`src/rtl/syn_fifo_pkg.sv`:
```
// syn_fifo_pkg: shared read-mode constants, count width helper and default thresholds for syn_fifo_pro
package syn_fifo_pkg;
    localparam int MODE_STD  = 0;
    localparam int MODE_FWFT = 1;
    localparam int DEF_AFULL_MARGIN = 2;
    localparam int DEF_AEMPTY_TH    = 1;
    function automatic int count_width(input int addr_width);
        return addr_width + 1;
    endfunction
endpackage

```
`src/rtl/syn_fifo_mem.sv`:
```
// syn_fifo_mem: DATA_WIDTH x 2**ADDR_WIDTH register array, synchronous write, asynchronous read
module syn_fifo_mem #(
    parameter int DATA_WIDTH = 8,
    parameter int ADDR_WIDTH = 4
) (
    input  logic                  clk,
    input  logic                  we,
    input  logic [ADDR_WIDTH-1:0] waddr,
    input  logic [DATA_WIDTH-1:0] wdata,
    input  logic [ADDR_WIDTH-1:0] raddr,
    output logic [DATA_WIDTH-1:0] rdata
);
    logic [DATA_WIDTH-1:0] mem [2**ADDR_WIDTH];
    always_ff @(posedge clk) begin
        if (we) mem[waddr] <= wdata;
    end
    assign rdata = mem[raddr];
endmodule

```
`src/rtl/syn_fifo_pro.sv`:
```
// syn_fifo_pro: single-clock FIFO with standard or FWFT read, occupancy count and threshold flags.
// Define FIFO_ERR_FLAG_EN to build the sticky overflow/underflow flags.
module syn_fifo_pro
    import syn_fifo_pkg::*;
#(
    parameter int DATA_WIDTH = 8,
    parameter int ADDR_WIDTH = 4,
    parameter int FWFT       = MODE_STD,
    parameter int AFULL_TH   = (2**ADDR_WIDTH) - DEF_AFULL_MARGIN,
    parameter int AEMPTY_TH  = DEF_AEMPTY_TH
) (
    input  logic                  clk,
    input  logic                  rst_n,
    input  logic                  wr_en,
    input  logic [DATA_WIDTH-1:0] data_in,
    input  logic                  rd_en,
    output logic [DATA_WIDTH-1:0] data_out,
    output logic                  data_valid,
    output logic                  full,
    output logic                  empty,
    output logic                  almost_full,
    output logic                  almost_empty,
    output logic [ADDR_WIDTH:0]   data_count,
    input  logic                  err_clr,
    output logic                  overflow,
    output logic                  underflow
);
    localparam int DEPTH = 2**ADDR_WIDTH;
    typedef logic [count_width(ADDR_WIDTH)-1:0] cnt_t;
    typedef logic [ADDR_WIDTH-1:0] ptr_t;

    ptr_t wr_ptr, rd_ptr;
    logic [DATA_WIDTH-1:0] rd_data;
    logic rd_acc, wr_acc;

    assign rd_acc = rd_en && !empty;
    assign wr_acc = wr_en && (!full || rd_acc);

    assign full         = data_count == cnt_t'(DEPTH);
    assign empty        = data_count == '0;
    assign almost_full  = data_count >= cnt_t'(AFULL_TH);
    assign almost_empty = data_count <= cnt_t'(AEMPTY_TH);

    always_ff @(posedge clk or negedge rst_n) begin
        if (!rst_n) begin
            wr_ptr     <= '0;
            rd_ptr     <= '0;
            data_count <= '0;
        end else begin
            if (wr_acc) wr_ptr <= wr_ptr + ptr_t'(1);
            if (rd_acc) rd_ptr <= rd_ptr + ptr_t'(1);
            if (wr_acc != rd_acc) data_count <= wr_acc ? data_count + cnt_t'(1) : data_count - cnt_t'(1);
        end
    end

    syn_fifo_mem #(.DATA_WIDTH(DATA_WIDTH), .ADDR_WIDTH(ADDR_WIDTH)) u_mem (
        .clk   (clk),
        .we    (wr_acc),
        .waddr (wr_ptr),
        .wdata (data_in),
        .raddr (rd_ptr),
        .rdata (rd_data)
    );

    generate
        if (FWFT == MODE_FWFT) begin : g_fwft
            // Head word is shown directly; zeroed while empty so stale memory never leaks out.
            assign data_out   = empty ? '0 : rd_data;
            assign data_valid = !empty;
        end else begin : g_std
            always_ff @(posedge clk or negedge rst_n) begin
                if (!rst_n) begin
                    data_out   <= '0;
                    data_valid <= 1'b0;
                end else begin
                    if (rd_acc) data_out <= rd_data;
                    data_valid <= rd_acc;
                end
            end
        end
    endgenerate

`ifdef FIFO_ERR_FLAG_EN
    // A new error in the same cycle as err_clr keeps the flag set.
    always_ff @(posedge clk or negedge rst_n) begin
        if (!rst_n) begin
            overflow  <= 1'b0;
            underflow <= 1'b0;
        end else begin
            overflow  <= (wr_en && !wr_acc) || (overflow && !err_clr);
            underflow <= (rd_en && empty) || (underflow && !err_clr);
        end
    end
`else
    logic unused_err_clr;
    assign unused_err_clr = err_clr;
    assign overflow  = 1'b0;
    assign underflow = 1'b0;
`endif
endmodule

```
`config.mk`:
```
export PLATFORM = sky130hd
export DESIGN_NAME = syn_fifo_pro
export DESIGN_NICKNAME = d
export VERILOG_FILES = /design/src/rtl/syn_fifo_pkg.sv /design/src/rtl/syn_fifo_mem.sv /design/src/rtl/syn_fifo_pro.sv
export SDC_FILE = /design/constraint.sdc
export NUM_CORES = 1
export LEC_CHECK = 0
export CORE_MARGIN = 8
export CORE_UTILIZATION = 47
export DETAILED_ROUTE_END_ITERATION = 10
export DONT_BUFFER_PORTS = 1
export SETUP_SLACK_MARGIN = 0.1
export SYNTH_ARGS = -nofsm -noshare
export SYNTH_HDL_FRONTEND = slang
export SYNTH_HIERARCHICAL = 1
export SYNTH_SLANG_ARGS = --single-unit
```
`constraint.sdc`:
```
create_clock -name clk -period 3.3 [get_ports clk]
set_input_delay 0.33 -clock clk [delete_from_list [all_inputs] [get_ports clk]]
set_output_delay 0.33 -clock clk [all_outputs]
set_load 0.01 [all_outputs]
```
==> results.json <==
{
  "crit_arrival_ns": 2.84,
  "synth-adder-area-share": 0.01416,
  "num_rows": 42,
  "critPathMaxFanout": 9,
  "worstPathRequired_ns": 3.42,
  "period_share": 0.8248,
  "fin_nets": 397,
  "final_core_util": 0.5431,
  "yosysMostFrequentCell": "edfxtp_1",
  "async_flop_share": 0.1467,
  "yosysSeqAreaShare": 0.7104,
  "synth-simple-area-share": 0.06493,
  "num_antenna_cells": 0,
  "netlist_top_cells_area": "edfxtp_1, dfrtp_1, mux4_2, mux4_1, nand2_1",
  "antenna_found_initial": 1,
  "power.total_mw": 6.063,
  "met2_length_mm": 5.800,
  "critical_path_class": "flip-flop to flip-flop",
  "grt_pass1_vias": 3149,
  "drc": 0,
  "root_buffer": "clkbuf_16",
  "finalHoldViolations": 0,
  "final-setup-viol-count": 0,
  "cts_resized": 0,
  "postSynthCellCount": 346,
  "clock_skew_ns": 0.005332,
  "grt_pass1_wl_mm": 18.89,
  "synth_top_family_by_area": "multiplexers",
  "start_kind": "flip-flop",
  "io_pins": 33,
  "synthFlopType": "edfxtp_1",
  "synth-compound-area-share": 0.04045,
  "post-dp-hpwl_mm": 7.682,
  "vias": 3092,
  "cts_inserted_buffers": 17,
  "htree_levels": 4,
  "clock.fmax_mhz": 367.4,
  "start_util": 0.4747,
  "core_area_mm2": 0.01303,
  "dr.pass1.iters": 4,
  "synthDominantCellAreaShare": 0.6214,
  "dr_wl_met3_um": 782,
  "ys_warn_count": 6,
  "io_buffers": 0,
  "gr-usage-all-layers": 0.1556,
  "synth_common_cells": "edfxtp_1, nand2_1, dfrtp_1",
  "status": "finished clean",
  "grt-ovfl-total": 0,
  "avgSynthCellArea_um2": 17.88,
  "synthesis.area_mm2": 0.006186,
  "die_area_mm2": 0.01709,
  "maxCapViolations": 0,
  "nFillCells": 1060,
  "relSlewSlack": 0.3207,
  "finalWeightedCongestion": 0.7744,
  "wl_mm": 12.01,
  "end_kind": "flip-flop",
  "antenna_left": 0,
  "syn_to_final_growth_pct": 14.42,
  "insertion_delay_ns": 0.42,
  "yosys.cell_types.count": 46,
  "drv_slew": 0,
  "clkTransAtPathRegs_ns": 0.06,
  "layout_min_cycle_time_ns": 2.722,
  "rsz0062_at_grt": "no",
  "yosysTopAreaCell": "edfxtp_1",
  "cts_tree": "built",
  "drive_gt1_frac": 0.1846,
  "drt_iter0_markers": 262,
  "synth-edff-count": 128,
  "routed_via_density": 5.463,
  "ys_ff_latch": 150,
  "maxUsedRoutingLayer": "met5",
  "die_w_um": 130.7,
  "dieHeight_um": 130.7,
  "grt_max_degree": 36,
  "synth_mux_area_frac": 0.1307,
  "vdd_drop_max_v": 0.0004260,
  "min_path_type": "input pin to flip-flop",
  "m1WireLength_mm": 5.212,
  "fin_setup_tns_ns": 0,
  "clock_path_buffers": 2,
  "cellLeakagePower_nw": 2.481,
  "p_per_area_mw_per_mm2": 856.6,
  "synth_xor_area_frac": 0.01274,
  "worstMarginPinSlew_ns": 1.016,
  "cts_sinks": 150,
  "wl_per_cell_um": 21.22
}
[kinds of logic (layout without fill, tap and decap cells)]
kind of cell,Yosys count,after routing
AO/OA/AOI/OAI,35,35
adder cells (fa/ha/maj),7,7
flip-flops,150,150
buffers and inverters,23,66
other,1,2
AND/OR/NAND/NOR,86,86
multiplexers,35,35
XOR/XNOR,9,9
[flip-flops by register name, summed over array words and instances, names as in the netlist]
| name | flops |
|---|---|
| data_count | 5 |
| data_out | 8 |
| data_valid | 1 |
| u_mem/mem | 128 |
| rd_ptr | 4 |
| wr_ptr | 4 |
[what timing repair did]
| action | CTS | global route |
|---|---|---|
| setup buffers | 0 | 0 |
| hold endpoints to repair | 150 | 0 |
| hold buffers | 9 | 0 |
| endpoints found under the setup margin | 0 | 0 |
[report_power, final]
group / leakage [nW] / internal [mW] / switching, mW
sequential: 1.42 / 2.36 / 0.300
clock: 0.260 / 1.11 / 0.720
combinational: 0.799 / 0.724 / 0.853
total: 2.48 / 4.19 / 1.87
[cells in the final DEF, fill, tap and decap left out, drive strengths merged, types with 2 or more instances in the layout]
cell | Yosys | routed
nor2b | 4 | 4
ha | 7 | 7
a22oi | 16 | 16
mux4 | 32 | 32
bufinv | 0 | 2
nand2 | 41 | 41
nand3b | 3 | 3
nand3 | 2 | 2
nand4 | 2 | 2
a21oi | 4 | 4
inv | 4 | 5
buf | 15 | 21
conb | 1 | 2
dfrtp | 22 | 22
clkbuf | 1 | 19
nand2b | 2 | 2
or3b | 2 | 2
nor2 | 18 | 18
mux2i | 2 | 2
clkinv | 0 | 5
clkinvlp | 0 | 5
xor2 | 2 | 2
edfxtp | 128 | 128
o31ai | 2 | 2
dlygate4sd3 | 0 | 9
nor3 | 5 | 5
xnor2 | 7 | 7
o21ai | 6 | 6
[routing by layer]
metal,up-vias,GRT usage
li1,1421,-
met2,73,0.2416
met4,2,0.06482
met5,-,0
met1,1579,0.2034
met3,17,0.04302
[path summary, 6_finish.rpt]
| kind | endpoint | slack [ns] | start | cells past startpoint |
|---|---|---|---|---|
| hold reg to reg | data_out[5] | 0.55 | data_out[5] | 2 |
| min in group asynchronous | data_count[3] | 0.54 | rst_n | 1 |
| setup / recovery | u_mem/mem[0][2] | 0.58 | data_count[1] | 7 |
| hold / removal | data_count[1] | 0.08 | rd_en | 2 |
| max in group asynchronous | rd_ptr[0] | 2.08 | rst_n | 1 |
| setup reg to reg | u_mem/mem[0][2] | 0.58 | data_count[1] | 7 |
[critical path, stage by stage, from the launching register on]
cell and delay, ns:
dfrtp_1 0.55, inv_1 0.17, ha_1 0.23, or3b_1 0.35, o31a_4 0.24, or3b_2 0.50, nor3_1 0.15, buf_4 0.21
[final cells by class]
class	instances	area (um2)	share of cell area
Sequential cell	150	4395	0.6210
Multi-Input combinational cell	174	1634	0.2309
Clock buffer	19	432.9	0.06116
Timing Repair Buffer	30	247.7	0.03500
Tap cell	176	220.2	0.03111
Clock inverter	13	132.6	0.01874
Inverter	4	15.01	0.002121
[per-stage QoR]
step | instances | hold slack [ns] | worst slack, ns | cell area, um2
6_report | 566 | 0.07905 | 0.5782 | 7078
5_1_grt | 566 | 0.09594 | 0.3879 | 7078
4_1_cts | 566 | 0.05746 | 0.5854 | 7078
3_5_place_dp | 525 | 0.03512 | 0.5962 | 6422
3_3_place_gp | 525 | 0.03506 | 0.6331 | 6422
2_1_floorplan | 347 | 0.03441 | 0.5628 | 6190
(Power assumes the default switching activity.)
